<file path="config.mk">
export PLATFORM = sky130hd
export DESIGN_NAME = vga_timing_gen_flat
export DESIGN_NICKNAME = d
export VERILOG_FILES = /design/src/rtl/vga_timing_if.sv /design/src/rtl/vga_timing_gen.sv /design/src/flat_wrapper.sv
export SDC_FILE = /design/constraint.sdc
export NUM_CORES = 1
export LEC_CHECK = 0
export CAP_MARGIN = 30
export CORE_MARGIN = 3
export CORE_UTILIZATION = 45
export DETAILED_ROUTE_END_ITERATION = 10
export PLACE_DENSITY = 0.74
export RECOVER_POWER = 25
export SYNTH_ARGS = -nofsm -noshare
export SYNTH_HDL_FRONTEND = slang
export SYNTH_SLANG_ARGS = --single-unit
</file>
<file path="constraint.sdc">
create_clock -name CLOCK_50 -period 5.3 [get_ports CLOCK_50]
set_clock_uncertainty 0.1 [all_clocks]
set_input_delay 1.06 -clock CLOCK_50 [delete_from_list [all_inputs] [get_ports CLOCK_50]]
set_output_delay 1.06 -clock CLOCK_50 [all_outputs]
set_load 0.03 [all_outputs]
</file>
<file path="src/rtl/vga_timing_if.sv">
// Raster/DAC output bundle of vga_timing_gen: DAC control pins, pixel coordinates,
// region phases and line/frame strobes. The master side drives, the pixel source listens.
interface vga_timing_if #(
    parameter int XW = 10,
    parameter int YW = 10
);
    logic          pix_en;
    logic          VGA_CLK;
    logic          VGA_HS;
    logic          VGA_VS;
    logic          VGA_BLANK_N;
    logic          VGA_SYNC_N;
    logic [XW-1:0] pix_x;
    logic [YW-1:0] pix_y;
    logic          active;
    logic [1:0]    h_phase;
    logic [1:0]    v_phase;
    logic          line_start;
    logic          frame_start;

    modport master (
        output pix_en, VGA_CLK, VGA_HS, VGA_VS, VGA_BLANK_N, VGA_SYNC_N,
               pix_x, pix_y, active, h_phase, v_phase, line_start, frame_start
    );

    modport slave (
        input  pix_en, VGA_CLK, VGA_HS, VGA_VS, VGA_BLANK_N, VGA_SYNC_N,
               pix_x, pix_y, active, h_phase, v_phase, line_start, frame_start
    );
endinterface

</file>
<file path="src/rtl/vga_timing_gen.sv">
// Parametrised VGA raster timing generator: pixel-rate enable, h/v counters, sync/blank decode.
// Optional VGA_PREFETCH_EN delays the DAC pins and phases by one pixel behind the coordinates.
module vga_timing_gen #(
    parameter int H_ACTIVE = 640,
    parameter int H_FP     = 16,
    parameter int H_SYNC   = 96,
    parameter int H_BP     = 48,
    parameter int V_ACTIVE = 480,
    parameter int V_FP     = 10,
    parameter int V_SYNC   = 2,
    parameter int V_BP     = 33,
    parameter int CLK_DIV  = 2,
    parameter bit HS_POL   = 1'b0,
    parameter bit VS_POL   = 1'b0,
    parameter int XW       = 10,
    parameter int YW       = 10
) (
    input  logic         CLOCK_50,
    input  logic         RESET,
    vga_timing_if.master vga
);
    localparam int H_TOTAL = H_ACTIVE + H_FP + H_SYNC + H_BP;
    localparam int V_TOTAL = V_ACTIVE + V_FP + V_SYNC + V_BP;
    localparam int DW      = (CLK_DIV > 2) ? $clog2(CLK_DIV) : 1;

    typedef enum logic [1:0] {
        PH_ACTIVE = 2'd0,
        PH_FP     = 2'd1,
        PH_SYNC   = 2'd2,
        PH_BP     = 2'd3
    } phase_e;

    logic [DW-1:0] div_cnt_reg, div_cnt_next;
    logic [XW-1:0] h_cnt_reg, h_cnt_next;
    logic [YW-1:0] v_cnt_reg, v_cnt_next;
    phase_e        h_phase_reg, h_phase_next;
    phase_e        v_phase_reg, v_phase_next;
    logic          pix_en_reg, vga_clk_reg;
    logic          hs_reg, vs_reg, active_reg;
    logic          line_start_reg, frame_start_reg;
    logic          tick;

    // The counters advance on the last divider cycle, i.e. the cycle pix_en_reg is high.
    assign tick = (div_cnt_reg == DW'(CLK_DIV - 1));

    always_comb begin
        div_cnt_next = tick ? '0 : div_cnt_reg + 1'b1;
        h_cnt_next   = h_cnt_reg;
        v_cnt_next   = v_cnt_reg;
        if (tick) begin
            if (h_cnt_reg == XW'(H_TOTAL - 1)) begin
                h_cnt_next = '0;
                v_cnt_next = (v_cnt_reg == YW'(V_TOTAL - 1)) ? '0 : v_cnt_reg + 1'b1;
            end else begin
                h_cnt_next = h_cnt_reg + 1'b1;
            end
        end
    end

    always_comb begin
        h_phase_next = PH_BP;
        if (h_cnt_next < XW'(H_ACTIVE))
            h_phase_next = PH_ACTIVE;
        else if (h_cnt_next < XW'(H_ACTIVE + H_FP))
            h_phase_next = PH_FP;
        else if (h_cnt_next < XW'(H_ACTIVE + H_FP + H_SYNC))
            h_phase_next = PH_SYNC;

        v_phase_next = PH_BP;
        if (v_cnt_next < YW'(V_ACTIVE))
            v_phase_next = PH_ACTIVE;
        else if (v_cnt_next < YW'(V_ACTIVE + V_FP))
            v_phase_next = PH_FP;
        else if (v_cnt_next < YW'(V_ACTIVE + V_FP + V_SYNC))
            v_phase_next = PH_SYNC;
    end

    // Outputs are registered from the next-state values so they describe the new counts.
    always_ff @(posedge CLOCK_50) begin
        if (RESET) begin
            div_cnt_reg     <= '0;
            h_cnt_reg       <= XW'(H_TOTAL - 1);
            v_cnt_reg       <= YW'(V_TOTAL - 1);
            h_phase_reg     <= PH_BP;
            v_phase_reg     <= PH_BP;
            pix_en_reg      <= 1'b0;
            vga_clk_reg     <= 1'b0;
            hs_reg          <= ~HS_POL;
            vs_reg          <= ~VS_POL;
            active_reg      <= 1'b0;
            line_start_reg  <= 1'b0;
            frame_start_reg <= 1'b0;
        end else begin
            div_cnt_reg     <= div_cnt_next;
            h_cnt_reg       <= h_cnt_next;
            v_cnt_reg       <= v_cnt_next;
            h_phase_reg     <= h_phase_next;
            v_phase_reg     <= v_phase_next;
            pix_en_reg      <= (div_cnt_next == DW'(CLK_DIV - 1));
            vga_clk_reg     <= (div_cnt_next >= DW'(CLK_DIV / 2));
            hs_reg          <= (h_phase_next == PH_SYNC) ? HS_POL : ~HS_POL;
            vs_reg          <= (v_phase_next == PH_SYNC) ? VS_POL : ~VS_POL;
            active_reg      <= (h_phase_next == PH_ACTIVE) && (v_phase_next == PH_ACTIVE);
            line_start_reg  <= tick && (h_cnt_next == '0);
            frame_start_reg <= tick && (h_cnt_next == '0) && (v_cnt_next == '0);
        end
    end

    assign vga.pix_en      = pix_en_reg;
    assign vga.VGA_CLK     = vga_clk_reg;
    assign vga.VGA_SYNC_N  = 1'b0;
    assign vga.pix_x       = h_cnt_reg;
    assign vga.pix_y       = v_cnt_reg;
    assign vga.active      = active_reg;
    assign vga.line_start  = line_start_reg;
    assign vga.frame_start = frame_start_reg;

`ifdef VGA_PREFETCH_EN
    // DAC-facing stage lags the coordinates by one pixel to hide framebuffer read latency.
    logic   hs_dly_reg, vs_dly_reg, blank_n_dly_reg;
    phase_e h_phase_dly_reg, v_phase_dly_reg;

    always_ff @(posedge CLOCK_50) begin
        if (RESET) begin
            hs_dly_reg      <= ~HS_POL;
            vs_dly_reg      <= ~VS_POL;
            blank_n_dly_reg <= 1'b0;
            h_phase_dly_reg <= PH_BP;
            v_phase_dly_reg <= PH_BP;
        end else if (tick) begin
            hs_dly_reg      <= hs_reg;
            vs_dly_reg      <= vs_reg;
            blank_n_dly_reg <= active_reg;
            h_phase_dly_reg <= h_phase_reg;
            v_phase_dly_reg <= v_phase_reg;
        end
    end

    assign vga.VGA_HS      = hs_dly_reg;
    assign vga.VGA_VS      = vs_dly_reg;
    assign vga.VGA_BLANK_N = blank_n_dly_reg;
    assign vga.h_phase     = h_phase_dly_reg;
    assign vga.v_phase     = v_phase_dly_reg;
`else
    assign vga.VGA_HS      = hs_reg;
    assign vga.VGA_VS      = vs_reg;
    assign vga.VGA_BLANK_N = active_reg;
    assign vga.h_phase     = h_phase_reg;
    assign vga.v_phase     = v_phase_reg;
`endif
endmodule
</file>
<file path="src/flat_wrapper.sv">
// flat-port wrapper written by rule: the top's interface ports become plain ports
module vga_timing_gen_flat 
#(
    parameter int H_ACTIVE = 640,
    parameter int H_FP     = 16,
    parameter int H_SYNC   = 96,
    parameter int H_BP     = 48,
    parameter int V_ACTIVE = 480,
    parameter int V_FP     = 10,
    parameter int V_SYNC   = 2,
    parameter int V_BP     = 33,
    parameter int CLK_DIV  = 2,
    parameter bit HS_POL   = 1'b0,
    parameter bit VS_POL   = 1'b0,
    parameter int XW       = 10,
    parameter int YW       = 10
)
  (CLOCK_50, RESET, vga_pix_en, vga_VGA_CLK, vga_VGA_HS, vga_VGA_VS, vga_VGA_BLANK_N, vga_VGA_SYNC_N, vga_pix_x, vga_pix_y, vga_active, vga_h_phase, vga_v_phase, vga_line_start, vga_frame_start);
  vga_timing_if #(.XW(XW), .YW(YW)) vga_i ();
  input  logic CLOCK_50;
  input  logic RESET;
  output wire logic [$bits(vga_i.pix_en)-1:0] vga_pix_en;
  output wire logic [$bits(vga_i.VGA_CLK)-1:0] vga_VGA_CLK;
  output wire logic [$bits(vga_i.VGA_HS)-1:0] vga_VGA_HS;
  output wire logic [$bits(vga_i.VGA_VS)-1:0] vga_VGA_VS;
  output wire logic [$bits(vga_i.VGA_BLANK_N)-1:0] vga_VGA_BLANK_N;
  output wire logic [$bits(vga_i.VGA_SYNC_N)-1:0] vga_VGA_SYNC_N;
  output wire logic [$bits(vga_i.pix_x)-1:0] vga_pix_x;
  output wire logic [$bits(vga_i.pix_y)-1:0] vga_pix_y;
  output wire logic [$bits(vga_i.active)-1:0] vga_active;
  output wire logic [$bits(vga_i.h_phase)-1:0] vga_h_phase;
  output wire logic [$bits(vga_i.v_phase)-1:0] vga_v_phase;
  output wire logic [$bits(vga_i.line_start)-1:0] vga_line_start;
  output wire logic [$bits(vga_i.frame_start)-1:0] vga_frame_start;
  assign vga_pix_en = vga_i.pix_en;
  assign vga_VGA_CLK = vga_i.VGA_CLK;
  assign vga_VGA_HS = vga_i.VGA_HS;
  assign vga_VGA_VS = vga_i.VGA_VS;
  assign vga_VGA_BLANK_N = vga_i.VGA_BLANK_N;
  assign vga_VGA_SYNC_N = vga_i.VGA_SYNC_N;
  assign vga_pix_x = vga_i.pix_x;
  assign vga_pix_y = vga_i.pix_y;
  assign vga_active = vga_i.active;
  assign vga_h_phase = vga_i.h_phase;
  assign vga_v_phase = vga_i.v_phase;
  assign vga_line_start = vga_i.line_start;
  assign vga_frame_start = vga_i.frame_start;
  vga_timing_gen #(.H_ACTIVE(H_ACTIVE), .H_FP(H_FP), .H_SYNC(H_SYNC), .H_BP(H_BP), .V_ACTIVE(V_ACTIVE), .V_FP(V_FP), .V_SYNC(V_SYNC), .V_BP(V_BP), .CLK_DIV(CLK_DIV), .HS_POL(HS_POL), .VS_POL(VS_POL), .XW(XW), .YW(YW)) u_core (.CLOCK_50(CLOCK_50), .RESET(RESET), .vga(vga_i));
endmodule
</file>
==> out/metrics.yaml, run 1 <==
final_routed_wire_length_divided_by_cell_count_um: 14.4
timing.setup.tns_ns: 0
run_status: "finished clean"
initial_antenna_violation_count: 0
post_cts_resized: 0
timing.critical_path.slowest_cell_delay_ns: 0.61
grt_max_degree: 25
design_area_um2: 2000
crit_path_top_delay_cell: "sky130_fd_sc_hd__and3_1"
routed-via-count: 1506
ratio_of_routed_vias_to_standard_cells: 5.73
floorplan.core_area_um2: 3390
io_pins: 35
detailed_place.area_um2: 1920
syn-instance-count: 188
fp-row-count: 21
synth.cell_area_um2: 1600
die_width_um: 65.6
drc: 0
critical_path_maximum_fanout: 20
initial_utilization_pct: 47.2
start_kind: "register"
grt_pass1_vias: 1375
synth.net_count: 193
layout.nets: 222
grt-ovfl-total: 0
final-hold-violation-count: 0
worst_slew_pin_slew_ns: 0.788
timing_worst_setup_path_type: "register to register"
fmax_ghz: 0.348
timing.critical_path.required_ns: 5.43
clockBufferDepth: 2
clock_latency_ns: 0.33
timing.critical_path.cells: "ha_1 > and4b_1 > and3_1 > and4_4 > xnor2_1 > or3_1 > and4_1"
pre_cts_slack_ns: 2.39
cts_hold_buffers: 0
drive_gt1_share_pct: 5.99
timing.final.crit_share_pct: 54.2
design.die.area_um2: 4300
ff_latch_count_synth: 30
number_of_buffers_inserted_during_clock_tree_synthesis: 5
grt_pass1_wl_mm: 6.56
numClockSinks: 30
power_density_nw_per_um2: 381
chipHeight_um: 65.6
cp.arrival_ns: 3.00
ys_warn_count: 0
worst_slew_margin_rel_pct: 47.3
dr.first_iter.drc_count: 86
final_period_minus_worst_setup_slack_ns: 2.87
max_cap_violations: 0
num_antenna_cells: 0
cts_root_buf: "sky130_fd_sc_hd__clkbuf_4"
cp-end-kind: "register"
clk_pin_slew_worst_paths_ns: 0.10
drt_wl_total_mm: 3.78
ctsHtreeMaxLevel: 2
ff2ff_path_depth: 7
cts_tree: "done"
synth_seq_area_share_pct: 37.6
finalWorstSetupSlack_ns: 2.43
first_pass_iters: 4
setup_viol_count_final: 0
min_delay_path_depth: 2
worst_hold_slack_ns: 0.505
ant_nets: 0
synthesized_area_per_cell_um2: 8.51
setup_repair_after_global_routing_missed_its_margin: "false"
port_buffers: 33
dp_hpwl_mm: 2.74
final-max-slew-violation-count: 0
global_route.usage.total_pct: 19.6
total_leakage_power_uw: 0.000760
maximum_vdd_drop_mv: 0.247
yosys.cell_types.count: 44
post-cts-setup-buffer-count: 0
min-delay-path-class: "register to register"
flow.area_growth_from_synthesis_pct: 25.1
gp_congestion: 0.848
## synthesized netlist by cell type
master	instances	area share, %
sky130_fd_sc_hd__o21a_1	1	0.47
sky130_fd_sc_hd__nor3_1	4	1.3
sky130_fd_sc_hd__and2_1	6	2.3
sky130_fd_sc_hd__dfxtp_1	30	38
sky130_fd_sc_hd__nand2b_1	1	0.39
sky130_fd_sc_hd__nor4b_1	1	0.55
sky130_fd_sc_hd__xnor2_1	9	4.9
sky130_fd_sc_hd__xor2_1	5	2.7
sky130_fd_sc_hd__buf_4	6	2.8
sky130_fd_sc_hd__a211o_1	1	0.55
sky130_fd_sc_hd__a21boi_0	1	0.47
sky130_fd_sc_hd__conb_1	1	0.23
sky130_fd_sc_hd__a21oi_1	6	1.9
sky130_fd_sc_hd__nand3_1	9	2.8
sky130_fd_sc_hd__nand2_1	8	1.9
sky130_fd_sc_hd__nand3b_1	2	0.94
sky130_fd_sc_hd__a211oi_1	1	0.47
sky130_fd_sc_hd__buf_2	3	0.94
sky130_fd_sc_hd__or2_2	2	0.78
sky130_fd_sc_hd__o31ai_1	2	0.94
sky130_fd_sc_hd__a41o_1	1	0.63
sky130_fd_sc_hd__nand4_1	10	3.9
sky130_fd_sc_hd__nor4_2	1	0.78
sky130_fd_sc_hd__o21ai_0	10	3.1
sky130_fd_sc_hd__nor2b_1	3	1.2
sky130_fd_sc_hd__or4_1	1	0.47
sky130_fd_sc_hd__ha_1	3	2.3
sky130_fd_sc_hd__or3_1	4	1.6
sky130_fd_sc_hd__and4bb_2	2	1.6
sky130_fd_sc_hd__clkbuf_1	1	0.23
sky130_fd_sc_hd__a21o_1	2	0.94
sky130_fd_sc_hd__o21bai_1	8	3.8
sky130_fd_sc_hd__and3_1	5	2.0
sky130_fd_sc_hd__a31oi_1	4	1.6
sky130_fd_sc_hd__buf_1	1	0.23
sky130_fd_sc_hd__and4_4	1	0.70
sky130_fd_sc_hd__nor2_1	17	4.0
sky130_fd_sc_hd__a311oi_1	1	0.55
sky130_fd_sc_hd__mux2i_1	2	1.3
sky130_fd_sc_hd__and4b_1	1	0.63
sky130_fd_sc_hd__and4_1	2	1.1
sky130_fd_sc_hd__o21ai_1	3	0.94
sky130_fd_sc_hd__a22oi_1	1	0.47
sky130_fd_sc_hd__inv_1	5	1.2
## cells in the final DEF, fill, tap and decap left out, types with 2 or more instances in the layout
cell	synthesis	final
sky130_fd_sc_hd__a21oi_1	6	6
sky130_fd_sc_hd__o21bai_1	8	8
sky130_fd_sc_hd__nand3b_1	2	2
sky130_fd_sc_hd__clkdlybuf4s50_1	0	32
sky130_fd_sc_hd__o21ai_0	10	10
sky130_fd_sc_hd__and4_1	2	2
sky130_fd_sc_hd__nand3_1	9	9
sky130_fd_sc_hd__or3_1	4	4
sky130_fd_sc_hd__nand4_1	10	10
sky130_fd_sc_hd__nand2_1	8	8
sky130_fd_sc_hd__and4bb_2	2	2
sky130_fd_sc_hd__xor2_1	5	5
sky130_fd_sc_hd__dfxtp_1	30	30
sky130_fd_sc_hd__a21o_1	2	2
sky130_fd_sc_hd__clkbuf_4	0	5
sky130_fd_sc_hd__nor2b_1	3	3
sky130_fd_sc_hd__ha_1	3	3
sky130_fd_sc_hd__o31ai_1	2	2
sky130_fd_sc_hd__or2_2	2	2
sky130_fd_sc_hd__nor2_1	17	17
sky130_fd_sc_hd__mux2i_1	2	2
sky130_fd_sc_hd__o21ai_1	3	3
sky130_fd_sc_hd__a31oi_1	4	4
sky130_fd_sc_hd__and3_1	5	5
sky130_fd_sc_hd__inv_1	5	5
sky130_fd_sc_hd__and2_1	6	5
sky130_fd_sc_hd__nor3_1	4	4
sky130_fd_sc_hd__xnor2_1	9	9
## per-stage QoR
step                std cells  power (µW)  utilization [%]
global route              263         810             59.0
detailed placement        256         577             56.6
finish                    263         763             59.0
global placement          256         572             56.6
floorplan                 188         494                -
CTS                       263         767             59.0
## metal layers
layer  global-route usage (%)  up-vias  share of wire, %  routed length [µm]
met5                        0        -                 0                   0
met4                     8.03        0               1.7                  65
met3                     3.93        7               5.9                 223
met2                     30.1       55                48                1810
met1                     26.5      705                44                1680
li1                         -      739                 -                   -
## cell families after synthesis
family | count (synthesis) | synth area share (%)
AOI/OAI and AO/OA | 42 | 16.7
xor gates and xnor gates | 14 | 7.67
adders and majority gates | 3 | 2.35
buffers and inverters | 16 | 5.40
DFF | 30 | 37.6
muxes | 2 | 1.25
other | 1 | 0.235
and+or+nand+nor | 80 | 28.8
## critical path, delay by kind of cell, from the launching register on
kind	cells	cell delay [ns]
xor+xnor	1	0.09
fa+ha+maj	1	0.27
flops	1	0.45
simple gates	5	1.84
## path summary, 6_finish.rpt
check	from	end	slack, ns
min	u_core.vga.pix_x[1]	u_core.vga.pix_x[1]	0.50
max	u_core.vga.pix_x[0]	u_core.vga.VGA_BLANK_N	2.43
min reg2reg	u_core.vga.pix_x[1]	u_core.vga.pix_x[1]	0.50
max reg2reg	u_core.vga.pix_x[0]	u_core.vga.VGA_BLANK_N	2.43
## layout make-up
class	instances	area, µm²
fill	300	1390
multi-input combinational	142	912
sequential	30	601
timing repair buffer	33	330
tap	46	57.6
clock buffer	6	51.3
clock inverter	1	30.0
inverter	5	18.8
## where the power goes
group / switching (µW) / leakage, µW / internal, µW
registers: 36.1 / 0.000245 / 253
logic: 169 / 0.000471 / 115
clock network: 79.5 / 0.0000443 / 110
No activity file was read; power rests on OpenSTA's default activity.
==> inputs of run 2 (changes only) <==
--- a/config.mk
+++ b/config.mk
@@ -9,7 +9,7 @@
 export CORE_MARGIN = 3
 export CORE_UTILIZATION = 45
 export DETAILED_ROUTE_END_ITERATION = 10
-export PLACE_DENSITY = 0.74
+export PLACE_DENSITY = 0.77
 export RECOVER_POWER = 25
 export SYNTH_ARGS = -nofsm -noshare
 export SYNTH_HDL_FRONTEND = slang
==> constraint.sdc (replaced) <==
create_clock -name CLOCK_50 -period 2.55 [get_ports CLOCK_50]
set_clock_uncertainty 0.1 [all_clocks]
set_input_delay 0.51 -clock CLOCK_50 [delete_from_list [all_inputs] [get_ports CLOCK_50]]
set_output_delay 0.51 -clock CLOCK_50 [all_outputs]
set_load 0.03 [all_outputs]
==> run 2 against run 1 <==
Net effect:
- maximum frequency is 19% higher
- highest routed layer unchanged
- sequential cell count is the same
- largest cell class unchanged
- design area up 1.9%
- worst hold slack lost 0.021 ns
- combinational power rose by 120%
- utilization is 1.1 points higher
- sequential share of layout area down 0.55 points
==> out/metrics.yaml, run 2 (same netlist as run 1, synthesis figures left out) <==
min-delay-path-class: "register to register"  # unchanged
final_routed_wire_length_divided_by_cell_count_um: 13.4  # was 14.4 µm
dp_hpwl_mm: 2.70  # was 2.74 mm
port_buffers: 33  # unchanged
timing.final.crit_share_pct: 94.3  # was 54.2%
io_pins: 35  # unchanged
post-cts-setup-buffer-count: 0  # unchanged
max_cap_violations: 0  # unchanged
ant_nets: 0  # unchanged
grt_pass1_wl_mm: 6.24  # was 6.56 mm
drc: 0  # unchanged
setup_viol_count_final: 0  # unchanged
dr.first_iter.drc_count: 72  # was 86
routed-via-count: 1491  # was 1506
global_route.usage.total_pct: 18.7  # was 19.6%
maximum_vdd_drop_mv: 0.394  # was 0.247 mV
timing.critical_path.slowest_cell_delay_ns: 0.39  # was 0.61 ns
num_antenna_cells: 0  # unchanged
final-hold-violation-count: 0  # unchanged
total_leakage_power_uw: 0.000782  # was 0.000760 µW
timing.critical_path.required_ns: 2.73  # was 5.43 ns
route.met3.wl_um: 177  # was 223 µm
grt-ovfl-total: 0  # unchanged
timing.setup.tns_ns: 0  # unchanged
worst_slew_margin_rel_pct: 36.7  # was 47.3%
drt_wl_total_mm: 3.63  # was 3.78 mm
clock_latency_ns: 0.34  # was 0.33 ns
timing_worst_setup_path_type: "register to register"  # unchanged
critical_path_maximum_fanout: 8  # was 20
first_pass_iters: 4  # unchanged
chipHeight_um: 65.6  # unchanged
clockBufferDepth: 2  # unchanged
commonest_non_fill_non_tap_cells_in_the_layout: "sky130_fd_sc_hd__clkdlybuf4s50_1, sky130_fd_sc_hd__dfxtp_1, sky130_fd_sc_hd__nor2_1, sky130_fd_sc_hd__nand4_1, sky130_fd_sc_hd__o21ai_0"  # unchanged
power_density_nw_per_um2: 742  # was 381 nW/µm²
fmax_ghz: 0.416  # was 0.348 GHz
final-max-slew-violation-count: 0  # unchanged
run_status: "finished clean"  # unchanged
final_core_util_pct: 60.1  # was 59.0%
layout.nets: 230  # was 222
final_period_minus_worst_setup_slack_ns: 2.40  # was 2.87 ns
flow.area_growth_from_synthesis_pct: 27.5  # was 25.1%
drive_gt1_share_pct: 9.73  # was 5.99%
crit_family: "simple AND/OR/NAND/NOR gates"  # unchanged
die_width_um: 65.6  # unchanged
floorplan.core_area_um2: 3390  # unchanged
wl_met1_mm: 1.75  # was 1.68 mm
crit_path_top_delay_cell: "sky130_fd_sc_hd__dfxtp_1"  # was sky130_fd_sc_hd__and3_1
cts_tree: "done"  # unchanged
worst_slew_pin_slew_ns: 0.949  # was 0.788 ns
number_of_buffers_inserted_during_clock_tree_synthesis: 5  # unchanged
critical_path.n_buffers_inverters: 1  # was 0
fp-row-count: 21  # unchanged
grt_pass1_vias: 1335  # was 1375
cp.arrival_ns: 2.59  # was 3.00 ns
design.die.area_um2: 4300  # unchanged
initial_utilization_pct: 47.2  # unchanged
highest-signal-layer: "met4"  # unchanged
ratio_of_routed_vias_to_standard_cells: 5.48  # was 5.73
wl_met2_mm: 1.62  # was 1.81 mm
finalNonFillerCells: 272  # was 263
start_kind: "register"  # unchanged
setup_repair_after_global_routing_missed_its_margin: "false"  # unchanged
cts_root_buf: "sky130_fd_sc_hd__clkbuf_4"  # unchanged
gp_congestion: 0.843  # was 0.848
clk_pin_slew_worst_paths_ns: 0.09  # was 0.10 ns
timing.critical_path.cells: "ha_1 > and4b_2 > and3_2 > buf_4 > a21o_1 > o21ai_1 > nor4_2 > and4bb_2"  # was ha_1 > and4b_1 > and3_1 > and4_4 > xnor2_1 > or3_1 > and4_1
grt_max_degree: 24  # was 25
placed_instance_count: 264  # was 256
cp-end-kind: "register"  # unchanged
numClockSinks: 30  # unchanged
ctsHtreeMaxLevel: 2  # unchanged
initial_antenna_violation_count: 0  # unchanged
## run 2: cell types whose count changed in the layout (fill, tap and decap cells not counted), sizes merged
cell | previous run | this run
buf | 0 | 7
clkbuf | 6 | 8
clkdlybuf4s50 | 32 | 30
dlygate4sd3 | 1 | 3
bufinv | 1 | 0
clkinv | 0 | 1
## run 2: final cells by class
type,instances,area (µm²)
multi-input cells,142,915
well taps,46,57.6
clock inverters,1,5.00
repair buffers,41,387
flip-flops and latches,30,601
fillers,290,1350
clock buffers,7,55.1
inverters,5,18.8
## run 2: stage by stage
stage / power, µW / cell area (µm²) / hold WS [ns] / worst slack, ns
3_3_place_gp: 1210 / 1980 / 0.459 / 0.218
4_1_cts: 1520 / 2040 / 0.480 / 0.0557
6_report: 1510 / 2040 / 0.484 / 0.146
5_1_grt: 1600 / 2040 / 0.530 / 0.00970
3_5_place_dp: 1210 / 1980 / 0.463 / 0.103
2_1_floorplan: 1030 / 1600 / 0.482 / 0.0986
## run 2: tightest hold or removal path, delay by kind of cell (launching register included)
kind	cells	cell delay [ns]
flip-flops	1	0.38
AO/OA/AOI/OAI	2	0.16
## run 2: repair_timing
action	4_1_cts	5_1_grt
resized for setup	0	2
setup endpoints to repair	0	4
hold buffers	0	0
hold endpoints to repair	0	0
## run 2: final timing paths
kind | startpoint | endpoint | slack (ns) | cells past startpoint
worst max-delay path | u_core.vga.pix_x[1] | u_core.vga.frame_start | 0.15 | 8
worst min-delay path | u_core.vga.pix_y[7] | u_core.vga.pix_y[7] | 0.48 | 2
worst max register to register | u_core.vga.pix_x[1] | u_core.vga.frame_start | 0.15 | 8
worst min register to register | u_core.vga.pix_y[7] | u_core.vga.pix_y[7] | 0.48 | 2
## run 2: where the power goes
part / internal (µW) / switching, µW
registers: 527 / 63.1
logic: 260 / 360
clock network: 133 / 170
total: 920 / 593
## run 2: metal layers
metal / global-route usage (%) / up-vias
met5: 0 / -
met4: 10.6 / 0
met3: 3.42 / 7
met2: 27.8 / 44
met1: 25.1 / 687
li1: - / 753
